$ cat src/rtl/bnn_result_tx.sv
// Readout stage for the BNN: captures the class-score vector, finds the argmax
// sequentially and streams scores plus the winning class as bytes over valid/ready.
module bnn_result_tx #(
  parameter int unsigned N_CLASSES   = 10,
  parameter int unsigned SCORE_W     = 7,
  parameter int unsigned IDX_W       = 4,
  parameter int unsigned SEND_SCORES = 1
) (
  input  logic                           clk_i,
  input  logic                           rst_ni,
  input  logic                           start_i,
  input  logic [N_CLASSES*SCORE_W-1:0]   scores_i,
  output logic                           busy_o,
  output logic [7:0]                     tx_data_o,
  output logic                           tx_valid_o,
  input  logic                           tx_ready_i,
  output logic [IDX_W-1:0]               class_o,
  output logic                           class_valid_o,
  output logic                           done_o
);

  localparam int unsigned CNT_W = $clog2(N_CLASSES + 1);
  localparam logic [CNT_W-1:0] N_CNT     = CNT_W'(N_CLASSES);
  localparam logic [CNT_W-1:0] LAST_BYTE = (SEND_SCORES != 0) ? CNT_W'(N_CLASSES) : '0;
  localparam logic [IDX_W-1:0] LAST_IDX  = IDX_W'(N_CLASSES - 1);

  localparam logic [1:0] S_IDLE = 2'd0;
  localparam logic [1:0] S_SCAN = 2'd1;
  localparam logic [1:0] S_SEND = 2'd2;

  logic [1:0]                   state;
  logic [N_CLASSES*SCORE_W-1:0] scores_q;
  logic [SCORE_W-1:0]           best_val;
  logic [SCORE_W-1:0]           cur_score;
  logic [SCORE_W-1:0]           tx_score;
  logic [IDX_W-1:0]             best_idx;
  logic [IDX_W-1:0]             idx;
  logic [CNT_W-1:0]             byte_cnt;
  logic                         better;

  always_comb begin
    cur_score = scores_q[idx*SCORE_W +: SCORE_W];
    better    = cur_score > best_val;
    tx_score  = '0;
    if (byte_cnt < N_CNT) tx_score = scores_q[byte_cnt*SCORE_W +: SCORE_W];
  end

  assign busy_o     = (state != S_IDLE);
  assign tx_valid_o = (state == S_SEND);

  // Score bytes first (when enabled), class byte last; bus idles at zero.
  always_comb begin
    tx_data_o = '0;
    if (tx_valid_o) begin
      if (SEND_SCORES != 0 && byte_cnt < N_CNT) tx_data_o = 8'(tx_score);
      else                                      tx_data_o = 8'(class_o);
    end
  end

  always_ff @(posedge clk_i or negedge rst_ni) begin
    if (!rst_ni) begin
      state         <= S_IDLE;
      scores_q      <= '0;
      best_val      <= '0;
      best_idx      <= '0;
      idx           <= '0;
      byte_cnt      <= '0;
      class_o       <= '0;
      class_valid_o <= 1'b0;
      done_o        <= 1'b0;
    end else begin
      done_o <= 1'b0;
      case (state)
        S_IDLE: begin
          if (start_i) begin
            scores_q      <= scores_i;
            best_val      <= '0;
            best_idx      <= '0;
            idx           <= '0;
            class_valid_o <= 1'b0;
            state         <= S_SCAN;
          end
        end
        S_SCAN: begin
          if (better) begin
            best_val <= cur_score;
            best_idx <= idx;
          end
          // Final compare result is folded straight into class_o.
          if (idx == LAST_IDX) begin
            class_o       <= better ? idx : best_idx;
            class_valid_o <= 1'b1;
            byte_cnt      <= '0;
            state         <= S_SEND;
          end else begin
            idx <= idx + 1'b1;
          end
        end
        S_SEND: begin
          if (tx_ready_i) begin
            if (byte_cnt == LAST_BYTE) begin
              done_o <= 1'b1;
              state  <= S_IDLE;
            end else begin
              byte_cnt <= byte_cnt + 1'b1;
            end
          end
        end
        default: state <= S_IDLE;
      endcase
    end
  end

endmodule
$ cat config.mk
export PLATFORM = sky130hd
export DESIGN_NAME = bnn_result_tx
export DESIGN_NICKNAME = d
export VERILOG_FILES = /design/src/rtl/bnn_result_tx.sv
export SDC_FILE = /design/constraint.sdc
export NUM_CORES = 1
export LEC_CHECK = 0
export BUFFER_PORTS_ARGS = -buffer_cell sky130_fd_sc_hd__clkbuf_2
export CAP_MARGIN = 20
export CORE_AREA = 2 2 98 100
export CTS_BUF_LIST = sky130_fd_sc_hd__clkbuf_4 sky130_fd_sc_hd__clkbuf_8
export DETAILED_ROUTE_END_ITERATION = 6
export DIE_AREA = 0 0 100 102
export HOLD_SLACK_MARGIN = 0.1
export PLACE_DENSITY = 0.8
export SETUP_SLACK_MARGIN = 0.1
export SLEW_MARGIN = 25
export SYNTH_ARGS = -nofsm -noshare
export SYNTH_HDL_FRONTEND = slang
export SYNTH_SLANG_ARGS = --single-unit
$ cat constraint.sdc
create_clock -name clk_i -period 4.48 [get_ports clk_i]
set_clock_uncertainty 0.2 [all_clocks]
set_input_delay 0.224 -clock clk_i [delete_from_list [all_inputs] [get_ports clk_i]]
set_output_delay 0.224 -clock clk_i [all_outputs]
set_load 0.05 [all_outputs]
==> impl_metrics.yaml <==
run_status:
  status: "finished, final reports clean"
yosys:
  ys_seq_area_share_pct: 46.7
  yosys.area.top_type: "dfrtp_1"
  yosysWarnings: 0
  synth.avg_cell_area_um2: 9.42
  synth_area_um2: 5200
  synth-edff-count: 0
  synth_seq_cells: 97
  synth_nets: 637
  synth.distinct_cells: 40
  syn-instance-count: 552
  async_reset_ff_share_pct: 100
  synth_top_area_share_pct: 46.7
  synth_area_leaders: "dfrtp_1, nand2_1, mux4_2"
  synth_ff_type: "dfrtp_1"
worst_setup_path:
  reg2reg_depth: 11
  crit_chain: "buf_4, mux4_2, a22oi_1, o21ai_1, ha_1, nor2b_1, o21ai_1, a21oi_1, o21ai_2, or2_2, mux2_2"
  path_common_cell: "o21ai_1"
  cp.arrival_ns: 3.93
  cp.depth: 11
  crit_fanout: 11
  end_kind: "flip-flop"
  cp_slowest_cell: "dfrtp_1"
  worstPathRequired_ns: 4.54
  startpoint_type: "flip-flop"
  max_stage_delay_ns: 0.73
  r2r_end: "best_val[1]"
  crit_type: "reg2reg"
  cp_num_buf_inv: 1
  timing.rr.start: "idx[0]"
  critPathTopFamily: "multiplexers"
  r2r_setup_slack_ns: 0.61
clocking:
  cts_tree: "done"
  cts.sinks: 97
  htree_levels: 3
  cts-root-buf: "clkbuf_8"
  clock_path_buffers: 2
  path_clk_slew_ns: 0.10
  clk_latency_ns: 0.37
  cts_buffers: 9
  postCtsSetupRepairBufs: 0
die:
  core_um2: 9110
  num_rows: 35
  die-area_um2: 10200
  die_y_um: 102
  die_width_um: 100
  ioPinCount: 90
  initial_utilization_pct: 57.1
flow_run:
  cap_violations: 0
sta:
  worst_pin_slew_ns: 0.931
  slew_violations: 0
  fin_ws_ns: 0.609
  period_share_pct: 86.4
  finalHoldViolCount: 0
  final-setup-viol-count: 0
  tns_ns: 0
  finalCriticalPeriod_ns: 3.87
  rsz0062_at_grt: "no"
  max_freq_mhz: 258
  relSlewSlack_pct: 38.0
global_routing:
  grt_pass1_wl_um: 23200
  first_global_vias: 4579
  grt-ovfl-total: 0
  antenna_found_initial: 0
  grt_max_degree: 76
  grt_usage_pct: 29.9
drt:
  drc: 0
  dr.pass1.iters: 6
  ant_nets: 0
  finalWirelength_um: 14400
  routedWlPerCell_um: 17.7
  vias: 4639
  vias_per_cell: 5.71
  drt_iter0_drc: 486
final_layout:
  final_layout_size_suffix_gt1_share_pct: 20.8
  synthToLayoutAreaGrowth_pct: 26.8
  nets: 782
  fillers: 633
  antenna_cells: 0
power:
  leakage_nw: 3.32
  vdd_drop_max_mv: 0.329
  p_per_area_nw_per_um2: 670
min_path:
  hp-class: "in2async"
placement:
  dp_slack_ns: 0.684
  gp_congestion: 0.915
  hpwlAfterDp_um: 9270
  port_buffers: 88
-- per-layer routing --
metal	share of wire (%)	global-route usage [%]
met1	40	40.2
met2	49	50.0
met3	6.8	3.90
met4	4.2	12.3
met5	0	0
-- state kept, by name, indices dropped and copies added, names as in the netlist --
signal         cells
byte_cnt           4
best_idx           4
state              2
idx                4
best_val           7
class_valid_o      1
done_o             1
scores_q          70
class_o            4
-- through the flow --
| stage | power (mW) | cells | hold WS (ns) | area [um^2] | utilization, % |
|---|---|---|---|---|---|
| after global placement | 3.62 | 724 | 0.114 | 5660 | 62.1 |
| after global routing | 4.69 | 813 | 0.315 | 6590 | 72.4 |
| after detailed placement | 3.72 | 724 | 0.123 | 5660 | 62.1 |
| after floorplan | 3.21 | 552 | -0.272 | 5200 | - |
| final | 4.42 | 813 | 0.249 | 6590 | 72.4 |
| after CTS | 4.37 | 813 | 0.276 | 6590 | 72.4 |
-- worst reg2reg max path, stage by stage, from the launching register on --
cell and delay (ns):
dfrtp_1 0.73, buf_4 0.30, mux4_2 0.53, a22oi_1 0.17
o21ai_1 0.14, ha_1 0.31, nor2b_1 0.14, o21ai_1 0.11
a21oi_1 0.09, o21ai_2 0.29, or2_2 0.38, mux2_2 0.38
-- cell families after synthesis --
logic type | Yosys count | synth area share, %
mux | 59 | 18.2
compound gates | 48 | 5.99
buf+inv | 50 | 4.67
flops | 97 | 46.7
xor+xnor | 3 | 0.505
fa+ha+maj | 11 | 2.65
simple gates | 283 | 21.3
other cells | 1 | 0.0721
-- cell usage after synthesis, drive strengths merged, types with 2 or more instances --
master	n
buf	18
nor2	33
nand3	5
xnor2	2
a21oi	10
nor3	2
ha	11
a211oi	5
nor2b	4
nand2b	2
mux2i	25
o211ai	2
a22oi	6
o22a	3
mux2	8
dfrtp	97
nand2	229
o21ai	17
mux4	26
a221oi	3
and2	2
inv	16
clkbuf	16
nand4	3
-- what timing repair did --
action,4_1_cts,5_1_grt
hold endpoints to repair,130,0
hold buffers,73,0
resized for setup,0,0
-- placed cells by master, fill, tap and decap left out, drive strengths merged, types with 8 or more instances in the layout --
cell,n
a21oi,10
buf,8
clkbuf,98
dfrtp,97
dlygate4sd3,73
ha,11
inv,17
mux2,8
mux2i,25
mux4,26
nand2,229
nor2,33
o21ai,17
-- area by class of cell --
cell class              instances  area [um^2]  area share, %
clock inverters                 5         62.6          0.949
inverters                      16         60.1          0.911
well taps                     111          139           2.11
clock buffers                  11          145           2.20
repair buffers                168         1230           18.6
flip-flops and latches         97         2430           36.8
multi-input cells             405         2530           38.4
-- power breakdown --
part	switching (mW)	internal [mW]
clock	0.314	0.283
sequential	0.426	1.26
combinational	1.12	1.01
total	1.86	2.56
-- worst max path at each step --
stage / from / to / slack [ns]
after floorplan: idx[0] / best_val[5] / 1.31
after global placement: idx[0] / best_val[1] / 0.82
after detailed placement: idx[0] / best_val[1] / 0.68
after CTS: idx[0] / best_val[1] / 0.63
after global routing: idx[0] / best_val[6] / 0.39
final: idx[0] / best_val[1] / 0.61
No activity file was read; power rests on OpenSTA's default activity.
